File: src/rtl/alu_issue_stage.sv
// alu_issue_stage: decodes an RV32I instruction plus its register read data
// into ALU operands and control, then holds the result in a main register
// backed by a one-entry skid register. in_ready depends only on registered
// state, so there is no combinational path from out_ready to in_ready.
module alu_issue_stage #(
    parameter int width = 32
) (
    input  logic             clk,
    input  logic             rst,
    input  logic             flush,
    input  logic             in_valid,
    output logic             in_ready,
    input  logic [31:0]      in_instr,
    input  logic [width-1:0] in_pc,
    input  logic [width-1:0] in_rs1_data,
    input  logic [width-1:0] in_rs2_data,
    output logic             out_valid,
    input  logic             out_ready,
    output logic [width-1:0] out_a,
    output logic [width-1:0] out_b,
    output logic [3:0]       out_alu_control,
    output logic [4:0]       out_rd,
    output logic             out_reg_write,
    output logic             out_is_branch,
    output logic             out_branch_invert,
    output logic             out_illegal
);

    // ALU operation codes. 0110 (NOR) exists in the ALU but is never issued.
    localparam logic [3:0] ALU_AND  = 4'b0000;
    localparam logic [3:0] ALU_OR   = 4'b0001;
    localparam logic [3:0] ALU_ADD  = 4'b0010;
    localparam logic [3:0] ALU_SUB  = 4'b0011;
    localparam logic [3:0] ALU_SLTU = 4'b0100;
    localparam logic [3:0] ALU_SLT  = 4'b0101;
    localparam logic [3:0] ALU_XOR  = 4'b0111;
    localparam logic [3:0] ALU_SLL  = 4'b1000;
    localparam logic [3:0] ALU_SRL  = 4'b1001;
    localparam logic [3:0] ALU_SRA  = 4'b1010;

    localparam logic [6:0] OPC_OP     = 7'b0110011;
    localparam logic [6:0] OPC_OP_IMM = 7'b0010011;
    localparam logic [6:0] OPC_LOAD   = 7'b0000011;
    localparam logic [6:0] OPC_STORE  = 7'b0100011;
    localparam logic [6:0] OPC_BRANCH = 7'b1100011;
    localparam logic [6:0] OPC_LUI    = 7'b0110111;
    localparam logic [6:0] OPC_AUIPC  = 7'b0010111;
    localparam logic [6:0] OPC_JAL    = 7'b1101111;
    localparam logic [6:0] OPC_JALR   = 7'b1100111;

    localparam logic [6:0] F7_BASE = 7'b0000000;
    localparam logic [6:0] F7_ALT  = 7'b0100000;

    typedef struct packed {
        logic [width-1:0] a;
        logic [width-1:0] b;
        logic [3:0]       alu_control;
        logic [4:0]       rd;
        logic             reg_write;
        logic             is_branch;
        logic             branch_invert;
        logic             illegal;
    } entry_t;

    logic [6:0]       opcode;
    logic [2:0]       funct3;
    logic [6:0]       funct7;
    logic [width-1:0] imm_i;
    logic [width-1:0] imm_s;
    logic [width-1:0] imm_u;
    logic [width-1:0] shamt;
    logic [3:0]       op_ctrl;
    logic             bad;
    entry_t           dec;

    entry_t main_q;
    entry_t skid_q;
    logic   main_valid;
    logic   skid_valid;
    logic   accept;
    logic   deliver;

    assign opcode = in_instr[6:0];
    assign funct3 = in_instr[14:12];
    assign funct7 = in_instr[31:25];
    assign imm_i  = width'($signed(in_instr[31:20]));
    assign imm_s  = width'($signed({in_instr[31:25], in_instr[11:7]}));
    assign imm_u  = width'($signed({in_instr[31:12], 12'b0}));
    assign shamt  = width'(in_instr[24:20]);

    // funct3 to ALU code, shared by register and immediate arithmetic
    always_comb begin
        op_ctrl = ALU_ADD;
        case (funct3)
            3'b000:  op_ctrl = ALU_ADD;
            3'b001:  op_ctrl = ALU_SLL;
            3'b010:  op_ctrl = ALU_SLT;
            3'b011:  op_ctrl = ALU_SLTU;
            3'b100:  op_ctrl = ALU_XOR;
            3'b101:  op_ctrl = ALU_SRL;
            3'b110:  op_ctrl = ALU_OR;
            default: op_ctrl = ALU_AND;
        endcase
    end

    // full instruction decode; any illegal encoding collapses to a zeroed ADD
    always_comb begin
        dec             = '0;
        dec.rd          = in_instr[11:7];
        dec.alu_control = ALU_ADD;
        bad             = 1'b0;
        case (opcode)
            OPC_OP: begin
                dec.a           = in_rs1_data;
                dec.b           = in_rs2_data;
                dec.reg_write   = 1'b1;
                dec.alu_control = op_ctrl;
                if (funct7 == F7_ALT) begin
                    if (funct3 == 3'b000)      dec.alu_control = ALU_SUB;
                    else if (funct3 == 3'b101) dec.alu_control = ALU_SRA;
                    else                       bad = 1'b1;
                end else if (funct7 != F7_BASE) begin
                    bad = 1'b1;
                end
            end
            OPC_OP_IMM: begin
                dec.a           = in_rs1_data;
                dec.b           = imm_i;
                dec.reg_write   = 1'b1;
                dec.alu_control = op_ctrl;
                // only the shifts give funct7 a meaning; elsewhere it is immediate
                if (funct3 == 3'b001 || funct3 == 3'b101) begin
                    dec.b = shamt;
                    if (funct3 == 3'b101 && funct7 == F7_ALT) dec.alu_control = ALU_SRA;
                    else if (funct7 != F7_BASE)               bad = 1'b1;
                end
            end
            OPC_LOAD: begin
                dec.a         = in_rs1_data;
                dec.b         = imm_i;
                dec.reg_write = 1'b1;
            end
            OPC_STORE: begin
                dec.a = in_rs1_data;
                dec.b = imm_s;
            end
            OPC_BRANCH: begin
                dec.a             = in_rs1_data;
                dec.b             = in_rs2_data;
                dec.is_branch     = 1'b1;
                dec.branch_invert = funct3[0];
                case (funct3[2:1])
                    2'b00:   dec.alu_control = ALU_SUB;
                    2'b10:   dec.alu_control = ALU_SLT;
                    2'b11:   dec.alu_control = ALU_SLTU;
                    default: bad = 1'b1;
                endcase
            end
            OPC_LUI: begin
                dec.b         = imm_u;
                dec.reg_write = 1'b1;
            end
            OPC_AUIPC: begin
                dec.a         = in_pc;
                dec.b         = imm_u;
                dec.reg_write = 1'b1;
            end
            OPC_JAL, OPC_JALR: begin
                dec.a         = in_pc;
                dec.b         = width'(4);
                dec.reg_write = 1'b1;
            end
            default: bad = 1'b1;
        endcase
        if (bad) begin
            dec             = '0;
            dec.rd          = in_instr[11:7];
            dec.alu_control = ALU_ADD;
            dec.illegal     = 1'b1;
        end
    end

    assign in_ready = ~skid_valid;
    assign accept   = in_valid & in_ready;
    assign deliver  = main_valid & out_ready;

    // main/skid storage: skid drains into main first so order is preserved
    always_ff @(posedge clk) begin
        if (rst) begin
            main_q     <= '0;
            skid_q     <= '0;
            main_valid <= 1'b0;
            skid_valid <= 1'b0;
        end else if (flush) begin
            main_valid <= 1'b0;
            skid_valid <= 1'b0;
        end else if (deliver) begin
            if (skid_valid) begin
                main_q     <= skid_q;
                skid_valid <= 1'b0;
            end else if (accept) begin
                main_q <= dec;
            end else begin
                main_valid <= 1'b0;
            end
        end else if (accept) begin
            if (!main_valid) begin
                main_q     <= dec;
                main_valid <= 1'b1;
            end else begin
                skid_q     <= dec;
                skid_valid <= 1'b1;
            end
        end
    end

    assign out_valid         = main_valid;
    assign out_a             = main_q.a;
    assign out_b             = main_q.b;
    assign out_alu_control   = main_q.alu_control;
    assign out_rd            = main_q.rd;
    assign out_reg_write     = main_q.reg_write;
    assign out_is_branch     = main_q.is_branch;
    assign out_branch_invert = main_q.branch_invert;
    assign out_illegal       = main_q.illegal;

endmodule

File: config.mk
export PLATFORM = sky130hd
export DESIGN_NAME = alu_issue_stage
export DESIGN_NICKNAME = d
export VERILOG_FILES = /design/src/rtl/alu_issue_stage.sv
export SDC_FILE = /design/constraint.sdc
export NUM_CORES = 1
export LEC_CHECK = 0
export CORE_ASPECT_RATIO = 0.75
export CORE_MARGIN = 4
export CORE_UTILIZATION = 25
export CTS_CLUSTER_DIAMETER = 80
export DETAILED_ROUTE_END_ITERATION = 6
export DONT_BUFFER_PORTS = 1
export GPL_TIMING_DRIVEN = 0
export PLACE_DENSITY = 0.47
export SYNTH_ARGS = -nofsm -noshare
export SYNTH_HDL_FRONTEND = slang
export SYNTH_SLANG_ARGS = --single-unit
File: constraint.sdc
create_clock -name clk -period 2.1 [get_ports clk]
set_clock_uncertainty 0.1 [all_clocks]
set_input_delay 0.315 -clock clk [delete_from_list [all_inputs] [get_ports clk]]
set_output_delay 0.315 -clock clk [all_outputs]
set_load 0.03 [all_outputs]
Yosys cells after proc, flatten, opt, wreduce, memory -nomap -nowiden
Cells that the tools add are included.
- bits of input ports: 133
- output and inout port bits: 79
- bits in registers: 156
- word-level logic and storage cells: 95
- reductions and logical operators: 21
- equal/unequal tests: 21
- mux-type cells: 30
- bitwise operators: 5
- operator list (operator ; count):
    2-to-1 mux 77 bit ; 6
    case mux 32 bit (6 select lines) ; 1
    case mux 32 bit (2 select lines) ; 1
    2-to-1 mux 36 bit ; 1
    equality test 7 x 6 -> 1 bit (second input constant) ; 4
    case mux 4 bit (7 select lines) ; 1
    equality test 7 bit (second input constant) ; 3
    2-to-1 mux 4 bit ; 4
    equality test 7 x 5 -> 1 bit (second input constant) ; 2
    2-to-1 mux 1 bit ; 12
    case mux 4 bit (3 select lines) ; 1
    equality test 3 bit (second input constant) ; 3
    case mux 3 bit (3 select lines) ; 1
    OR reduction 3 bit ; 3
    AND reduction 4 bit ; 2
    OR reduction 2 bit ; 4
    equality test 7 x 2 -> 1 bit (second input constant) ; 1
    nonzero test 7 bit ; 1
    OR reduction 7 bit ; 1
    equality test 3 x 2 -> 1 bit (second input constant) ; 2
    OR reduction 6 bit ; 1
    OR reduction 5 bit ; 1
    equality test 2 bit (second input constant) ; 2
    != test 2 bit (second input constant) ; 2
    13 further kinds ; 17

Depth between registers and ports, before layout
Gate-level depths: netlist of run 1.
- word-level depth: 10
- depth in mapped cells: 9
- gate-level depth less buffers: 5

Least setup slack after synthesis of run 1
No wires, ideal clock.
- path type: register -> register
- start point: register main_valid (netlist: out_valid)
- end point: register main_q (netlist bit out_b[15])
- stages on the path, launching flop included: 8
- setup time: 0.086 ns
- period minus slack after synthesis: 2.141 ns
- path buffers: 3
- path slack: -0.041 ns
- arrival time: 1.956 ns
- required time: 1.914 ns
- path through: dfxtp_1 > and2_1 > o221a_2 > clkbuf_1 > clkbuf_1 > clkbuf_1 > nor2_1 > a211oi_1
- word-level cells in the longest chain between the ends: 3
- elaborated cells on any way between the ends: 5
- classes of those cells: eq/ne: 1; mux: 1; bitwise: 1; reduce/logical: 2
- RTL lines (element ; line ; source):
    start, declared ; 78 ; logic main_valid;
    start signal, assigned ; 192 ; main_valid <= 1'b0;
    start signal, assigned ; 195 ; main_valid <= 1'b0;
    start signal, assigned ; 204 ; main_valid <= 1'b0;
    AND 1 bit ; 185 ; assign deliver = main_valid & out_ready;
    != test 2 x 1 -> 1 bit (no source line) / nonzero test 2 bit (equally long branches) ; n/a ;
    AND reduction 4 bit (no source line) ; n/a ;
    end signal, assigned ; 199 ; main_q <= skid_q;
    end, declared ; 76 ; entry_t main_q;
Parallel ways exist; a longest one is shown, timed or not.
A chain may end at the register's enable or synchronous reset.

Worst setup path after layout of run 1
- start point: register main_valid (netlist: out_valid)
- end point: register main_q (netlist bit out_b[0])
Same word-level chain as after synthesis.

==> flow_summary.ini, run 1 <==
[sta]
final.setup.tns_ns = 0
finalSetupViolCount = 0
period_share_pct = 96.7
post-route-min-period_ns = 2.03
worst_slew_pin_slew_ns = 0.776
hold_viol = 0
max_freq_mhz = 493
relSlewSlack_pct = 48.3
rsz0062_at_grt = false
slew_violations = 0

[finish]
multi_input_area_mm2 = 0.00410
areaGrowthSynthToFinish_pct = 28.7
drive_above_1_share_pct = 11.8
fin_area_mm2 = 0.00969
fin_util_pct = 33.0
nFillCells = 3172
antennaDiodeCount = 0
finalNetCount = 1171
regArea_mm2 = 0.00313

[route]
vias = 7675
drcViolationCount = 0
post_drt_wl_per_cell_um = 22.8
viasPerCell = 5.32
firstDrtPassIters = 5
drt_iter0_drc = 520
ant_nets = 0
drt-total-wl_mm = 32.9

[power]
switching_share_pct = 27.5
peakVddDrop_mv = 0.549
p_sw_w = 0.00206
powerDensity_mw_per_mm2 = 772
p_int_w = 0.00542
finalPower_w = 0.00748
leakage_nw = 3.35
p_clk_share_pct = 45.9
seqPwrFrac_pct = 44.5
pwr-share-comb_pct = 9.6

[synth]
synth_seq_cells = 156
async_flop_share_pct = 0
synth_warnings = 0
ys_seq_area_share_pct = 41.5
postSynthAreaPerCell_um2 = 7.98
syn_nets = 1076
ys_types = 58
synth_area_mm2 = 0.00753
synth_edf_count = 0
synth_cells = 943
synth_ff_type = dfxtp_1

[placed_design]
dpl_cell_area_mm2 = 0.00802
place_congestion = 0.797
post-dp-hpwl_mm = 24.3
portBuffers = 0

[setup_path]
crit_required_ns = 2.30
path_class = reg -> reg
timing.rr.end = out_b[0]$_SDFFE_PP0P_
worstPathCellList = and2_2 -> nand2_2 -> o311a_1 -> buf_6 -> buf_6 -> a32oi_1 -> a211oi_2
startpoint = out_valid$_SDFFE_PP0P_
critPathMaxStageDelay_ns = 0.44
rr_worst_depth = 7
crit_path_frequent_cell = buf_6
cp-endpoint = out_b[0]$_SDFFE_PP0P_
crit_arrival_ns = 2.23
cp-start-kind = flop
crit_slowest_cell = dfxtp_4
cp_max_fo = 10
r2r_slack_ns = 0.07
r2r-start = out_valid$_SDFFE_PP0P_
end_kind = flop

[clocking]
insertion_delay_ns = 0.44
h-tree-depth = 4
cts_buffers = 17
clk_path_buf_depth = 2
clock_sinks = 156
clkSlewWorstSetupHoldPaths_ns = 0.06
cts_tree = yes
root_buffer = clkbuf_16

[worst_hold_path]
hold_path.class = in -> reg

[die]
core_area_mm2 = 0.0294
die_y_um = 158
row_count = 54
io_pins = 212
die_area_mm2 = 0.0330
die_x_um = 208
start_util_pct = 25.6

[global_route]
gr-total-overflow = 0
grt_pass1_vias = 7477
grt_pass1_wl_mm = 48.5
grt_max_degree = 17
antenna_found_initial = 1
grt.total_usage_pct = 19.4

[run_status]
status = complete, no violations

[flow_run]
drv_cap = 0
## cell type report
class,count,area share (%)
buffer,95,5.45
clock buffer,20,4.71
clock inverter,12,1.90
inverter,5,0.194
multi-input combinational,684,42.3
sequential,156,32.3
tap,392,5.06
timing repair buffer,79,8.11
## state kept, by name, summed over array words and instances (netlist names)
signal             flops
out_is_branch          1
out_branch_invert      1
skid_valid             1
out_valid              1
out_illegal            1
skid_q                77
out_a                 32
out_rd                 5
out_alu_control        4
out_b                 32
out_reg_write          1
## synthesized netlist by cell type, types with 4 or more instances
master     number  area [um2]
nand3_1         4        20.0
clkbuf_1       79         297
nand2b_1        4        25.0
o21bai_1       32         240
a32oi_1        13         114
o2bb2ai_1       4        35.0
and2_1          6        37.5
a21oi_1        73         365
o211ai_1       23         173
a32o_1          6        60.1
buf_6           4        45.0
nor2_1         74         278
nor4_1          4        25.0
nand2_1       155         582
a211oi_1       37         278
nor3_1         35         175
and3b_1         6        52.6
a22o_1         29         254
inv_1           5        18.8
dfxtp_1       156        3120
nand4_1         4        25.0
buf_2          12        60.1
o21ai_0        62         310
a221oi_1       34         298
a311oi_1        6        52.6
and3_1          4        25.0
a22oi_1        32         240
## how the worst min path moves through the flow
stage,from,slack (ns),to,cells past startpoint
after floorplan,flush,0.29,out_valid$_SDFFE_PP0P_,1
after global placement,flush,0.29,out_valid$_SDFFE_PP0P_,1
after detailed placement,flush,0.29,out_valid$_SDFFE_PP0P_,1
after CTS,in_pc[18],0.0006,out_a[18]$_SDFFE_PP0P_,2
after global routing,in_pc[23],0.006,skid_q[68]$_SDFFE_PP0P_,2
final,flush,0.008,skid_q[10]$_SDFFE_PP0P_,3
## cell usage in the layout (no fill, tap or decap), types with 6 or more instances in the layout
cell | Yosys | final
o21bai_1 | 32 | 32
clkbuf_4 | 0 | 14
nand2_1 | 155 | 152
a32oi_1 | 13 | 13
clkbuf_1 | 79 | 33
a21oi_1 | 73 | 72
a311oi_1 | 6 | 6
nor3_1 | 35 | 35
o21ai_0 | 62 | 43
a211oi_1 | 37 | 36
clkbuf_16 | 0 | 17
buf_6 | 4 | 7
a32o_1 | 6 | 6
a22oi_1 | 32 | 32
dlygate4sd3_1 | 0 | 77
dfxtp_1 | 156 | 154
o21ai_1 | 2 | 14
and3b_1 | 6 | 6
a22o_1 | 29 | 29
clkbuf_2 | 1 | 34
o211ai_1 | 23 | 23
o21ai_2 | 0 | 7
nor2_1 | 74 | 73
a221oi_1 | 34 | 33
## cells by family (layout without fill, tap and decap cells)
group	Yosys count	after routing	share of synthesized area (%)
buffers and inverters	103	211	5.80
flip-flops	156	156	41.5
XOR/XNOR	1	1	0.116
AO/OA/AOI/OAI	370	370	34.3
AND/OR/NAND/NOR	313	313	18.3
## routing by layer
| layer | global-route usage (%) | vias up | wire length (um) |
|---|---|---|---|
| met5 | 0 | - | 13 |
| met3 | 5.87 | 28 | 2320 |
| met1 | 27.0 | 3696 | 15600 |
| met4 | 3.88 | 2 | 315 |
| li1 | - | 3708 | - |
| met2 | 29.9 | 241 | 14700 |
## repair_timing
item / in CTS / in global routing
hold buffers: 69 / 8
endpoints found under the hold margin: 69 / 5
setup endpoints to repair: 149 / 116
pin swaps: 2 / 2
resized for setup: 55 / 82
buffers inserted: 2 / 0
## through the flow
| stage | instances | setup slack, ns | hold WS, ns |
|---|---|---|---|
| global placement | 1335 | -0.975 | 0.289 |
| detailed placement | 1335 | -0.949 | 0.290 |
| finish | 1443 | 0.0702 | 0.00819 |
| global route | 1443 | 0.00251 | 0.00617 |
| CTS | 1435 | 0.00447 | 0.000617 |
| floorplan | 943 | 0.00953 | 0.287 |
## worst max-delay path, delay by kind of cell, from the launching register on
| family | cells | cell delay [ns] |
|---|---|---|
| and+or+nand+nor | 2 | 0.42 |
| DFF | 1 | 0.44 |
| buffers and inverters | 2 | 0.31 |
| AOI/OAI and AO/OA | 3 | 0.61 |
## power groups by stage
stage / Sequential (W) / Clock, W / Combinational [W]
after floorplan: 0.00335 / 0 / 0.000389
after global placement: 0.00340 / 0 / 0.000549
after detailed placement: 0.00340 / 0 / 0.000551
after CTS: 0.00333 / 0.00351 / 0.000695
after global routing: 0.00334 / 0.00365 / 0.000792
final: 0.00333 / 0.00343 / 0.000719
Power figures use the tool's default switching activity.
==> run 2: changes to the inputs <==
Settings changed: CORE_UTILIZATION 25 to 32, PLACE_DENSITY 0.47 to 0.54.
==> flow_summary.ini, run 2 (synthesis gave the netlist of run 1 again) <==
[setup_path]
cp.depth = 7
cp-start-kind = flop
crit_slowest_cell = or4_4
cp_max_fo = 10
rr_worst_depth = 7
path_class = reg -> reg
crit_arrival_ns = 2.31
r2r_slack_ns = 0.05
path_delay_family = simple AND/OR/NAND/NOR gates
startpoint = out_valid$_SDFFE_PP0P_
crit_required_ns = 2.36
worstPathCellList = nand2_4 -> or4_4 -> nor2_4 -> nand4_1 -> buf_6 -> buf_4 -> o21ai_0
path_buf_inv = 2
critPathMaxStageDelay_ns = 0.47
end_kind = flop
cp-endpoint = skid_q[61]$_SDFFE_PP0P_
timing.rr.end = skid_q[61]$_SDFFE_PP0P_
r2r-start = out_valid$_SDFFE_PP0P_

[finish]
nFillCells = 2416
regArea_mm2 = 0.00313
drive_above_1_share_pct = 11.0
regMostFlops = skid_q
fin_area_mm2 = 0.00939
final_common_cell = dfxtp_1
multi_input_area_mm2 = 0.00409
final_cell_mix = dfxtp_1, nand2_1, nor2_1, a21oi_1, dlygate4sd3_1
areaGrowthSynthToFinish_pct = 24.8
finalNonFillerCells = 1338
antennaDiodeCount = 0
largest_register_ffs = 77
finalNetCount = 1158

[die]
core_area_mm2 = 0.0231
die_x_um = 185
die_area_mm2 = 0.0261
start_util_pct = 32.6
row_count = 48
io_pins = 212
die_y_um = 141

[global_route]
grt_pass1_wl_mm = 46.0
gr-total-overflow = 0
grt_max_degree = 17
grt_pass1_vias = 7458
grt.total_usage_pct = 22.9
antenna_found_initial = 0

[placed_design]
post-dp-hpwl_mm = 22.0
dpl_cell_area_mm2 = 0.00791
place_congestion = 0.812
portBuffers = 0
place_inst = 1243

[power]
p_clk_share_pct = 46.2
pwr-share-comb_pct = 9.1
seqPwrFrac_pct = 44.7
peakVddDrop_mv = 0.577
leakage_nw = 3.27
p_int_w = 0.00547
powerDensity_mw_per_mm2 = 792
p_sw_w = 0.00197
switching_share_pct = 26.4

[worst_hold_path]
hold_path.class = in -> reg
hold_depth = 2

[sta]
relSlewSlack_pct = 50.5
finalSetupViolCount = 0
worst_slew_pin_slew_ns = 0.742
max_freq_mhz = 487
rsz0062_at_grt = true
slew_violations = 0
period_share_pct = 97.7
whs_ns = -0.0221
hold_viol = 8
post-route-min-period_ns = 2.05

[flow_run]
drv_cap = 0

[route]
post_drt_wl_per_cell_um = 23.2
drt-total-wl_mm = 31.1
vias = 7823
viasPerCell = 5.85
drcViolationCount = 0
ant_nets = 0
firstDrtPassIters = 5
drt_iter0_drc = 698

[clocking]
cts_buffers = 17
h-tree-depth = 4
clock_sinks = 156
cts_tree = yes
clk_path_buf_depth = 2
root_buffer = clkbuf_16
clkSlewWorstSetupHoldPaths_ns = 0.06
insertion_delay_ns = 0.43

[run_status]
violations = hold timing
status = complete, but fails checks
## run 2: changes by cell type in the layout (fill, tap and decap cells not counted), sizes merged
cell / before / now
buf: 16 / 22
bufinv: 4 / 5
clkbuf: 101 / 99
clkinv: 3 / 4
clkinvlp: 2 / 1
dlygate4sd3: 77 / 60
inv: 8 / 6
o221a: 1 / 2
## run 2: worst register-to-register path: stages, from the launching register on
cell and delay [ns]:
dfxtp_4 0.45, nand2_4 0.09, or4_4 0.47, nor2_4 0.11, nand4_1 0.21, buf_6 0.23
buf_4 0.18, o21ai_0 0.15
## run 2: metrics by stage
step	worst slack, ns	hold slack [ns]	total power, W	setup TNS (ns)	utilization [%]
4_1_cts	-0.120	0.000202	0.00746	-3.31	39.9
6_report	0.0482	-0.0221	0.00744	0	40.7
3_5_place_dp	-0.937	0.293	0.00393	-86.89	34.3
5_1_grt	-0.0397	0.000458	0.00770	-0.778	40.7
2_1_floorplan	0.00953	0.287	0.00374	0	-
3_3_place_gp	-0.892	0.289	0.00393	-86.35	34.3
## run 2: worst min path at each step
stage                   start                 endpoint
2_1_floorplan           flush   out_valid$_SDFFE_PP0P_
3_3_place_gp            flush   out_valid$_SDFFE_PP0P_
3_5_place_dp            flush   out_valid$_SDFFE_PP0P_
4_1_cts        in_rs1_data[4]  skid_q[49]$_SDFFE_PP0P_
5_1_grt        in_rs1_data[1]  skid_q[46]$_SDFFE_PP0P_
6_report       in_rs1_data[2]  skid_q[47]$_SDFFE_PP0P_
## run 2: layout make-up
class / count / share of cell area (%)
plain buffers: 95 / 5.39
clock buffers: 21 / 4.79
clock inverters: 11 / 2.02
inverters: 5 / 0.200
multi-input cells: 685 / 43.5
flip-flops and latches: 156 / 33.3
well taps: 300 / 4.00
repair buffers: 65 / 6.77
## run 2: per-layer routing
metal | GRT usage (%) | part of all wire, %
met1 | 33.0 | 47
met2 | 33.6 | 43
met3 | 6.35 | 8.4
met4 | 6.41 | 1.9
met5 | 0 | 0
## run 2: what timing repair did
action | 4_1_cts | 5_1_grt
pin swaps | 1 | 2
gates cloned | 0 | 2
hold buffers | 56 | 4
gates resized for setup | 41 | 96
hold endpoints to repair | 52 | 3
setup endpoints to repair | 149 | 126
buffers inserted | 1 | 3
## run 2: power groups by stage
| stage | Clock, W | Sequential (W) | Combinational [W] |
|---|---|---|---|
| 2_1_floorplan | 0 | 0.00335 | 0.000389 |
| 3_5_place_dp | 0 | 0.00339 | 0.000541 |
| 4_1_cts | 0.00349 | 0.00333 | 0.000649 |
| 5_1_grt | 0.00361 | 0.00333 | 0.000748 |
| 6_report | 0.00344 | 0.00332 | 0.000677 |
| 3_3_place_gp | 0 | 0.00339 | 0.000537 |
